**config.mk**
```make
export PLATFORM = sky130hd
export DESIGN_NAME = mig_native_arbiter
export DESIGN_NICKNAME = d
export VERILOG_FILES = /design/src/rtl/mig_arb_pkg.sv /design/src/rtl/mig_arb_tag_fifo.sv /design/src/rtl/mig_native_arbiter.sv
export SDC_FILE = /design/constraint.sdc
export NUM_CORES = 1
export LEC_CHECK = 0
export CAP_MARGIN = 25
export CELL_PAD_IN_SITES_DETAIL_PLACEMENT = 1
export CELL_PAD_IN_SITES_GLOBAL_PLACEMENT = 2
export CORE_AREA = 2 2 296 298
export CTS_CLUSTER_DIAMETER = 100
export DETAILED_ROUTE_END_ITERATION = 16
export DIE_AREA = 0 0 298 300
export PLACE_DENSITY = 0.57
export SLEW_MARGIN = 20
export SYNTH_ARGS = -nofsm -noshare
export SYNTH_HDL_FRONTEND = slang
export SYNTH_SLANG_ARGS = --single-unit
```
**constraint.sdc**
```tcl
create_clock -name aclk -period 4.6 [get_ports aclk]
set_input_delay 0.92 -clock aclk [delete_from_list [all_inputs] [get_ports aclk]]
set_output_delay 0.92 -clock aclk [all_outputs]
set_load 0.02 [all_outputs]
```
**src/rtl/mig_arb_pkg.sv**
```systemverilog
// Shared types and constants for the MIG Native Interface arbiter.
// Optional statistics counters are enabled by defining MIG_ARB_STATS_EN.
package mig_arb_pkg;

    // Arbiter control states
    typedef enum logic [1:0] {
        INIT  = 2'd0,
        ARB   = 2'd1,
        GRANT = 2'd2
    } arb_state_t;

    // MIG app_cmd encodings the arbiter cares about
    localparam logic [2:0] CMD_WRITE = 3'd0;
    localparam logic [2:0] CMD_READ  = 3'd1;

    // Client ids are sized for the largest supported client count (4)
    localparam int MAX_CLIENTS = 4;
    localparam int CLIENT_ID_W = $clog2(MAX_CLIENTS);
    typedef logic [CLIENT_ID_W-1:0] client_id_t;

    // Round-robin distance of a candidate from the client after the last owner:
    // 0 means "next in line", n-1 means "last in line".
    function automatic int rr_distance(input int cand, input int last, input int n);
        return (cand + n - last - 1) % n;
    endfunction

endpackage

```
**src/rtl/mig_arb_tag_fifo.sv**
```systemverilog
// Synchronous FIFO of client ids recording which client issued each
// outstanding read. Head is visible combinationally so returning read data
// can be routed in the same cycle it arrives. Push and pop may coincide.
module mig_arb_tag_fifo
    import mig_arb_pkg::*;
#(
    parameter int DEPTH = 32
) (
    input  logic                     aclk,
    input  logic                     aresetn,
    input  logic                     push,
    input  client_id_t               push_id,
    input  logic                     pop,
    output client_id_t               head_id,
    output logic                     full,
    output logic                     empty,
    output logic [$clog2(DEPTH):0]   count
);

    localparam int AW = $clog2(DEPTH);

    client_id_t      mem [DEPTH];
    logic [AW:0]     wr_ptr_reg;
    logic [AW:0]     rd_ptr_reg;
    logic            push_ok;
    logic            pop_ok;

    assign count   = wr_ptr_reg - rd_ptr_reg;
    assign full    = (count == (AW+1)'(DEPTH));
    assign empty   = (count == '0);
    assign pop_ok  = pop && !empty;
    // A pop in the same cycle frees the slot, so a push into a full FIFO is fine then
    assign push_ok = push && (!full || pop_ok);
    assign head_id = mem[rd_ptr_reg[AW-1:0]];

    // Storage write; contents need no reset because pointers define validity
    always_ff @(posedge aclk) begin
        if (push_ok) begin
            mem[wr_ptr_reg[AW-1:0]] <= push_id;
        end
    end

    // Pointer update; reset flushes all outstanding tags
    always_ff @(posedge aclk) begin
        if (!aresetn) begin
            wr_ptr_reg <= '0;
            rd_ptr_reg <= '0;
        end else begin
            if (push_ok) begin
                wr_ptr_reg <= wr_ptr_reg + 1'b1;
            end
            if (pop_ok) begin
                rd_ptr_reg <= rd_ptr_reg + 1'b1;
            end
        end
    end

endmodule

```
**src/rtl/mig_native_arbiter.sv**
```systemverilog
// Round-robin, burst-granular arbiter sharing one MIG Native Interface between
// NUM_CLIENTS requesters. Commands and write data follow the current grant;
// read data is routed back in order using a tag FIFO of issuing client ids.
// Define MIG_ARB_STATS_EN to add per-client stat_cmds / stat_stall counters.
module mig_native_arbiter
    import mig_arb_pkg::*;
#(
    parameter int NUM_CLIENTS        = 2,
    parameter int MIG_Data_Port_Size = 128,
    parameter int MIG_Addr_Port_Size = 28,
    parameter int Max_Grant_Cmds     = 64,
    parameter int Tag_Fifo_Depth     = 32
) (
    input  logic                                      aclk,
    input  logic                                      aresetn,
    input  logic                                      init_calib,
    // client side
    input  logic [NUM_CLIENTS-1:0]                    c_req,
    output logic [NUM_CLIENTS-1:0]                    c_grant,
    input  logic [NUM_CLIENTS*MIG_Addr_Port_Size-1:0] c_addr,
    input  logic [NUM_CLIENTS*3-1:0]                  c_cmd,
    input  logic [NUM_CLIENTS-1:0]                    c_en,
    output logic [NUM_CLIENTS-1:0]                    c_rdy,
    input  logic [NUM_CLIENTS*MIG_Data_Port_Size-1:0] c_wdf_data,
    input  logic [NUM_CLIENTS-1:0]                    c_wdf_wren,
    input  logic [NUM_CLIENTS-1:0]                    c_wdf_end,
    output logic [NUM_CLIENTS-1:0]                    c_wdf_rdy,
    output logic [MIG_Data_Port_Size-1:0]             c_rd_data,
    output logic [NUM_CLIENTS-1:0]                    c_rd_data_valid,
    output logic [NUM_CLIENTS-1:0]                    c_rd_data_end,
    // MIG side
    output logic [MIG_Addr_Port_Size-1:0]             app_addr,
    output logic [2:0]                                app_cmd,
    output logic                                      app_en,
    input  logic                                      app_rdy,
    output logic [MIG_Data_Port_Size-1:0]             app_wdf_data,
    output logic                                      app_wdf_wren,
    output logic                                      app_wdf_end,
    input  logic                                      app_wdf_rdy,
    input  logic [MIG_Data_Port_Size-1:0]             app_rd_data,
    input  logic                                      app_rd_data_valid,
    input  logic                                      app_rd_data_end,
`ifdef MIG_ARB_STATS_EN
    output logic [NUM_CLIENTS*32-1:0]                 stat_cmds,
    output logic [NUM_CLIENTS*32-1:0]                 stat_stall,
`endif
    output logic                                      tag_err
);

    localparam int CNT_W = $clog2(Max_Grant_Cmds + 1);
    localparam int TCW   = $clog2(Tag_Fifo_Depth) + 1;

    arb_state_t                   state_reg, state_next;
    logic [NUM_CLIENTS-1:0]       grant_reg, grant_next;
    client_id_t                   owner_reg, owner_next;
    client_id_t                   last_owner_reg, last_owner_next;
    logic [CNT_W-1:0]             cmd_cnt_reg, cmd_cnt_next;
    logic signed [15:0]           wr_bal_reg, wr_bal_next;
    logic                         tag_err_reg;

    // owner-selected client signals
    logic                          owner_req;
    logic [MIG_Addr_Port_Size-1:0] owner_addr;
    logic [2:0]                    owner_cmd;
    logic                          owner_en;
    logic [MIG_Data_Port_Size-1:0] owner_wdata;
    logic                          owner_wren;
    logic                          owner_wend;

    // round-robin pick
    logic                          pick_found;
    client_id_t                    pick_id;
    logic [NUM_CLIENTS-1:0]        pick_onehot;
    int                            best_dist;

    // handshakes and tag FIFO
    logic                          in_grant;
    logic                          cap_hit;
    logic                          rd_block;
    logic                          cmd_gate;
    logic                          cmd_accept;
    logic                          wr_accept;
    logic                          rd_accept;
    logic                          wdf_done;
    logic                          exit_cond;
    client_id_t                    tag_head;
    logic                          tag_full;
    logic                          tag_empty;
    logic [TCW-1:0]                tag_count;
    logic                          tag_count_unused;
    logic                          rd_routed;
    logic                          tag_pop;

    // Select the current owner's request/command/write-data signals
    always_comb begin
        owner_req   = 1'b0;
        owner_addr  = '0;
        owner_cmd   = CMD_WRITE;
        owner_en    = 1'b0;
        owner_wdata = '0;
        owner_wren  = 1'b0;
        owner_wend  = 1'b0;
        for (int i = 0; i < NUM_CLIENTS; i++) begin
            if (grant_reg[i]) begin
                owner_req   = c_req[i];
                owner_addr  = c_addr[i*MIG_Addr_Port_Size +: MIG_Addr_Port_Size];
                owner_cmd   = c_cmd[i*3 +: 3];
                owner_en    = c_en[i];
                owner_wdata = c_wdf_data[i*MIG_Data_Port_Size +: MIG_Data_Port_Size];
                owner_wren  = c_wdf_wren[i];
                owner_wend  = c_wdf_end[i];
            end
        end
    end

    // Find the first requester after the last owner, wrapping around
    always_comb begin
        pick_found = 1'b0;
        pick_id    = '0;
        best_dist  = NUM_CLIENTS;
        for (int i = 0; i < NUM_CLIENTS; i++) begin
            if (c_req[i] && (rr_distance(i, int'(last_owner_reg), NUM_CLIENTS) < best_dist)) begin
                best_dist  = rr_distance(i, int'(last_owner_reg), NUM_CLIENTS);
                pick_id    = client_id_t'(i);
                pick_found = 1'b1;
            end
        end
    end

    // One-hot form of the picked client for the registered grant
    always_comb begin
        pick_onehot = '0;
        for (int i = 0; i < NUM_CLIENTS; i++) begin
            pick_onehot[i] = (pick_id == client_id_t'(i));
        end
    end

    assign in_grant = |grant_reg;
    assign cap_hit  = (cmd_cnt_reg == CNT_W'(Max_Grant_Cmds));
    // Reads stall when no tag slot is free; everything stalls once the grant cap is reached
    assign rd_block = tag_full && (owner_cmd == CMD_READ);
    assign cmd_gate = in_grant && !rd_block && !cap_hit;

    assign app_addr     = owner_addr;
    assign app_cmd      = owner_cmd;
    assign app_en       = cmd_gate && owner_en;
    assign app_wdf_data = owner_wdata;
    assign app_wdf_wren = in_grant && owner_wren;
    assign app_wdf_end  = in_grant && owner_wend;

    assign c_grant   = grant_reg;
    assign c_rdy     = grant_reg & {NUM_CLIENTS{app_rdy && cmd_gate}};
    assign c_wdf_rdy = grant_reg & {NUM_CLIENTS{app_wdf_rdy}};

    assign cmd_accept = app_en && app_rdy;
    assign wr_accept  = cmd_accept && (owner_cmd == CMD_WRITE);
    assign rd_accept  = cmd_accept && (owner_cmd == CMD_READ);
    assign wdf_done   = app_wdf_end && app_wdf_rdy;

    // Release only with no write data owed, and never while a command is being taken
    assign exit_cond = (!owner_req || cap_hit) && (wr_bal_reg == 16'sd0) && !cmd_accept;

    // Outstanding write-command vs write-data balance for the current grant
    always_comb begin
        wr_bal_next = wr_bal_reg;
        case ({wr_accept, wdf_done})
            2'b10:   wr_bal_next = wr_bal_reg + 16'sd1;
            2'b01:   wr_bal_next = wr_bal_reg - 16'sd1;
            default: wr_bal_next = wr_bal_reg;
        endcase
    end

    // Next-state and grant bookkeeping
    always_comb begin
        state_next      = state_reg;
        grant_next      = grant_reg;
        owner_next      = owner_reg;
        last_owner_next = last_owner_reg;
        cmd_cnt_next    = cmd_cnt_reg + CNT_W'(cmd_accept);
        case (state_reg)
            INIT: begin
                if (init_calib) begin
                    state_next = ARB;
                end
            end
            ARB: begin
                if (pick_found) begin
                    state_next = GRANT;
                    grant_next = pick_onehot;
                    owner_next = pick_id;
                end
            end
            GRANT: begin
                if (exit_cond) begin
                    state_next      = ARB;
                    grant_next      = '0;
                    last_owner_next = owner_reg;
                    cmd_cnt_next    = '0;
                end
            end
            default: begin
                state_next = INIT;
                grant_next = '0;
            end
        endcase
    end

    // Control registers; reset aborts any grant in progress
    always_ff @(posedge aclk) begin
        if (!aresetn) begin
            state_reg      <= INIT;
            grant_reg      <= '0;
            owner_reg      <= '0;
            last_owner_reg <= client_id_t'(NUM_CLIENTS - 1);
            cmd_cnt_reg    <= '0;
            wr_bal_reg     <= 16'sd0;
        end else begin
            state_reg      <= state_next;
            grant_reg      <= grant_next;
            owner_reg      <= owner_next;
            last_owner_reg <= last_owner_next;
            cmd_cnt_reg    <= cmd_cnt_next;
            wr_bal_reg     <= wr_bal_next;
        end
    end

    mig_arb_tag_fifo #(
        .DEPTH (Tag_Fifo_Depth)
    ) u_tag_fifo (
        .aclk    (aclk),
        .aresetn (aresetn),
        .push    (rd_accept),
        .push_id (owner_reg),
        .pop     (tag_pop),
        .head_id (tag_head),
        .full    (tag_full),
        .empty   (tag_empty),
        .count   (tag_count)
    );

    // Occupancy stays on the FIFO port as a debug probe point
    assign tag_count_unused = ^tag_count;

    // Read returns follow the FIFO head, independent of who holds the grant now
    assign rd_routed = app_rd_data_valid && !tag_empty;
    assign tag_pop   = rd_routed && app_rd_data_end;
    assign c_rd_data = app_rd_data;

    generate
        for (genvar gi = 0; gi < NUM_CLIENTS; gi++) begin : g_route
            assign c_rd_data_valid[gi] = rd_routed && (tag_head == client_id_t'(gi));
            assign c_rd_data_end[gi]   = rd_routed && app_rd_data_end && (tag_head == client_id_t'(gi));
        end
    endgenerate

    // Sticky flag for read data that nobody asked for
    always_ff @(posedge aclk) begin
        if (!aresetn) begin
            tag_err_reg <= 1'b0;
        end else if (app_rd_data_valid && tag_empty) begin
            tag_err_reg <= 1'b1;
        end
    end

    assign tag_err = tag_err_reg;

`ifdef MIG_ARB_STATS_EN
    generate
        for (genvar gi = 0; gi < NUM_CLIENTS; gi++) begin : g_stats
            logic [31:0] cmds_reg;
            logic [31:0] stall_reg;

            // Accepted-command and waiting-cycle counters, wrapping at 2^32
            always_ff @(posedge aclk) begin
                if (!aresetn) begin
                    cmds_reg  <= '0;
                    stall_reg <= '0;
                end else begin
                    if (cmd_accept && grant_reg[gi]) begin
                        cmds_reg <= cmds_reg + 32'd1;
                    end
                    if (c_req[gi] && !grant_reg[gi]) begin
                        stall_reg <= stall_reg + 32'd1;
                    end
                end
            end

            assign stat_cmds[gi*32 +: 32]  = cmds_reg;
            assign stat_stall[gi*32 +: 32] = stall_reg;
        end
    endgenerate
`endif

endmodule

```
==> summary.txt <==
status - completed
worst hold path class - reg -> reg
postcts setup bufs - 0
GP Congestion - 0.925
I/O Buffers - 505
multi-input logic area - 3820 um2
GRT Total Usage - 0.130
synthesized area - 6950 um2
H-tree depth - 3
clock latency on the worst-skew pair - 350 ps
DRC viols - 0
max_cap viols - 0
critical setup path kind - reg -> out
M2 GR Usage - 0.201
syn nets - 1271
register-to-register setup slack - 700 ps
number of global-route vias before repair - 8298
GRT overflow - 0
largest stage delay on the critical path - 650 ps
FF+latch count, synth - 79
Leakage Power - 0.00440 uW
area grow syn2layout - 83.8%
clk root buf - clkbuf_16
DR WL/cell - 26.3 um
power per cell area - 215 nW/um2
synth unique cells - 61
clk slew on worst S/H paths - 60 ps
Hold Vio Cnt, Final - 0
Pins Over Slew Limit - 0
FFs w/ async S/R, synth - 0
first-pass GRT wire length - 77800 um
crit path DAT - 3320 ps
Synth top area share - 0.206
WP data required - 3680 ps
initial antenna violation count - 60
CTS tree - done
grt met1 use - 0.148
most frequent cell after synthesis - a22o_1
routed wire length - 60600 um
Final Skew - 11.7 ps
Final HPWL DP - 52500 um
Die ar. - 89400 um2
crit-path cells - ha_1 > o21ai_0 > a2111oi_2 > or2_4 > o211ai_4 > nor2_1 > nor3b_1 > clkdlybuf4s50_1
share of cells above drive strength 1 - 0.0542
Synth area leader - a22o_1
clock sink count - 79
largest cells by area after synthesis - a22o_1 21%, buf_4 14%, edfxtp_1 14%, dfxtp_1 14%, ha_1 4.9%
Fin Setup TNS - 0 ps
syn_area_per_cell - 8.88 um2
Final Hold Slack - 501 ps
row cnt - 108
hold depth - 2
number of synthesized flops with an enable pin - 32
met3 GRT Util - 0.0896
Yosys warning count - 0
initial drt markers - 490
post-synthesis sequential area ratio - 0.274
FILL cells - 10200
unrepaired setup endpoints after global routing - false
most frequent cells after synthesis - 163 x a22o_1, 129 x buf_4, 54 x nor2_1
highest-delay cell along the critical path - clkdlybuf4s50_1
worst vdd ir - 0.194 mV
endpoints failing setup - 0
ys flop type - dfxtp_1
fin nets - 1627
startpoint type of the worst setup path - register
IO Count - 762
GRT busiest layer - met2
die width - 298 um
vias - 7876
Longest Clk Path Bufs - 2
Post-CTS Resized - 0
Fmax - 236 MHz
iteration count of the initial detailed-routing pass - 4
Worst Max-Slew Pin Slew - 931 ps
Min Clock Period, post-route - 4240 ps
CTS Buf Count - 9
Vias/cell - 3.42
Routed Antenna Nets - 0
Initial Utilization - 0.0806
CTS Hold Buffers Added - 0
die height - 300 um
FF+latch area - 1910 um2
Crit Path Max Fanout - 11
largest net degree at the start of global routing - 161
FF-to-FF path depth - 13
synthesized instance count - 782
max reg flops - 32
Crit. End Element - output pin
core area - 86200 um2
Slew headroom - 0.379
fin crit share - 0.922
where the power goes:
part	internal, uW	leakage, uW	switching (uW)
sequential	744	0.000679	36.4
clock	421	0.000138	307
combinational	623	0.00358	614
worst max-delay path: cells and delay by family (launching register included):
family,cells,cell delay (ps)
compound gates,3,700
buf+inv,1,650
flops,1,630
simple gates,3,630
fa+ha+maj,1,360
metrics by stage:
step	util	setup WS (ps)	instances	area, um2	power, uW
floorplan	-	775	782	6950	1420
global placement	0.145	53.0	2282	12500	2040
detailed placement	0.145	11.6	2282	12500	2040
CTS	0.148	304	2298	12800	2800
global route	0.148	23.2	2299	12800	2890
finish	0.148	360	2303	12800	2750
per-layer routing:
layer	vias up	part of all wire
met1	3710	0.38
met3	133	0.16
met4	32	0.025
met5	-	0.0030
li1	3478	-
met2	523	0.43
layout make-up:
cell class                 instances  area share
inverter                          17     0.00500
antenna                            5    0.000980
clock buffer                       9      0.0176
sequential                        79       0.149
timing repair buffer             525       0.409
clock inverter                     7     0.00549
tap                             1155       0.113
multi-input combinational        506       0.299
cell families (layout without fill, tap and decap cells):
kind of cell	Yosys count	count (layout)	synth area share
xor+xnor	29	29	0.0366
flops	79	79	0.274
mux	16	16	0.0412
buf+inv	197	558	0.177
compound gates	244	244	0.282
simple gates	189	189	0.138
fa+ha+maj	28	28	0.0515
other cells	0	5	0
worst paths after layout:
| path | to | startpoint |
|---|---|---|
| max | c_rdy[0] | u_tag_fifo.wr_ptr_reg[2] |
| min | tag_err | tag_err |
| max reg2reg | wr_bal_reg[15] | c_grant[0] |
| min reg2reg | tag_err | tag_err |
cell usage in the layout (no fill, tap or decap), types with 17 or more instances in the layout:
cell type	instances
ha_1	27
nor2_1	54
nand3_1	18
and2_1	24
o21ai_0	25
inv_1	17
xnor2_1	20
dfxtp_1	45
nand2_1	37
edfxtp_1	32
clkdlybuf4s50_1	503
a21oi_1	22
a22o_1	163
buf_4	19
(Power assumes the default switching activity.)
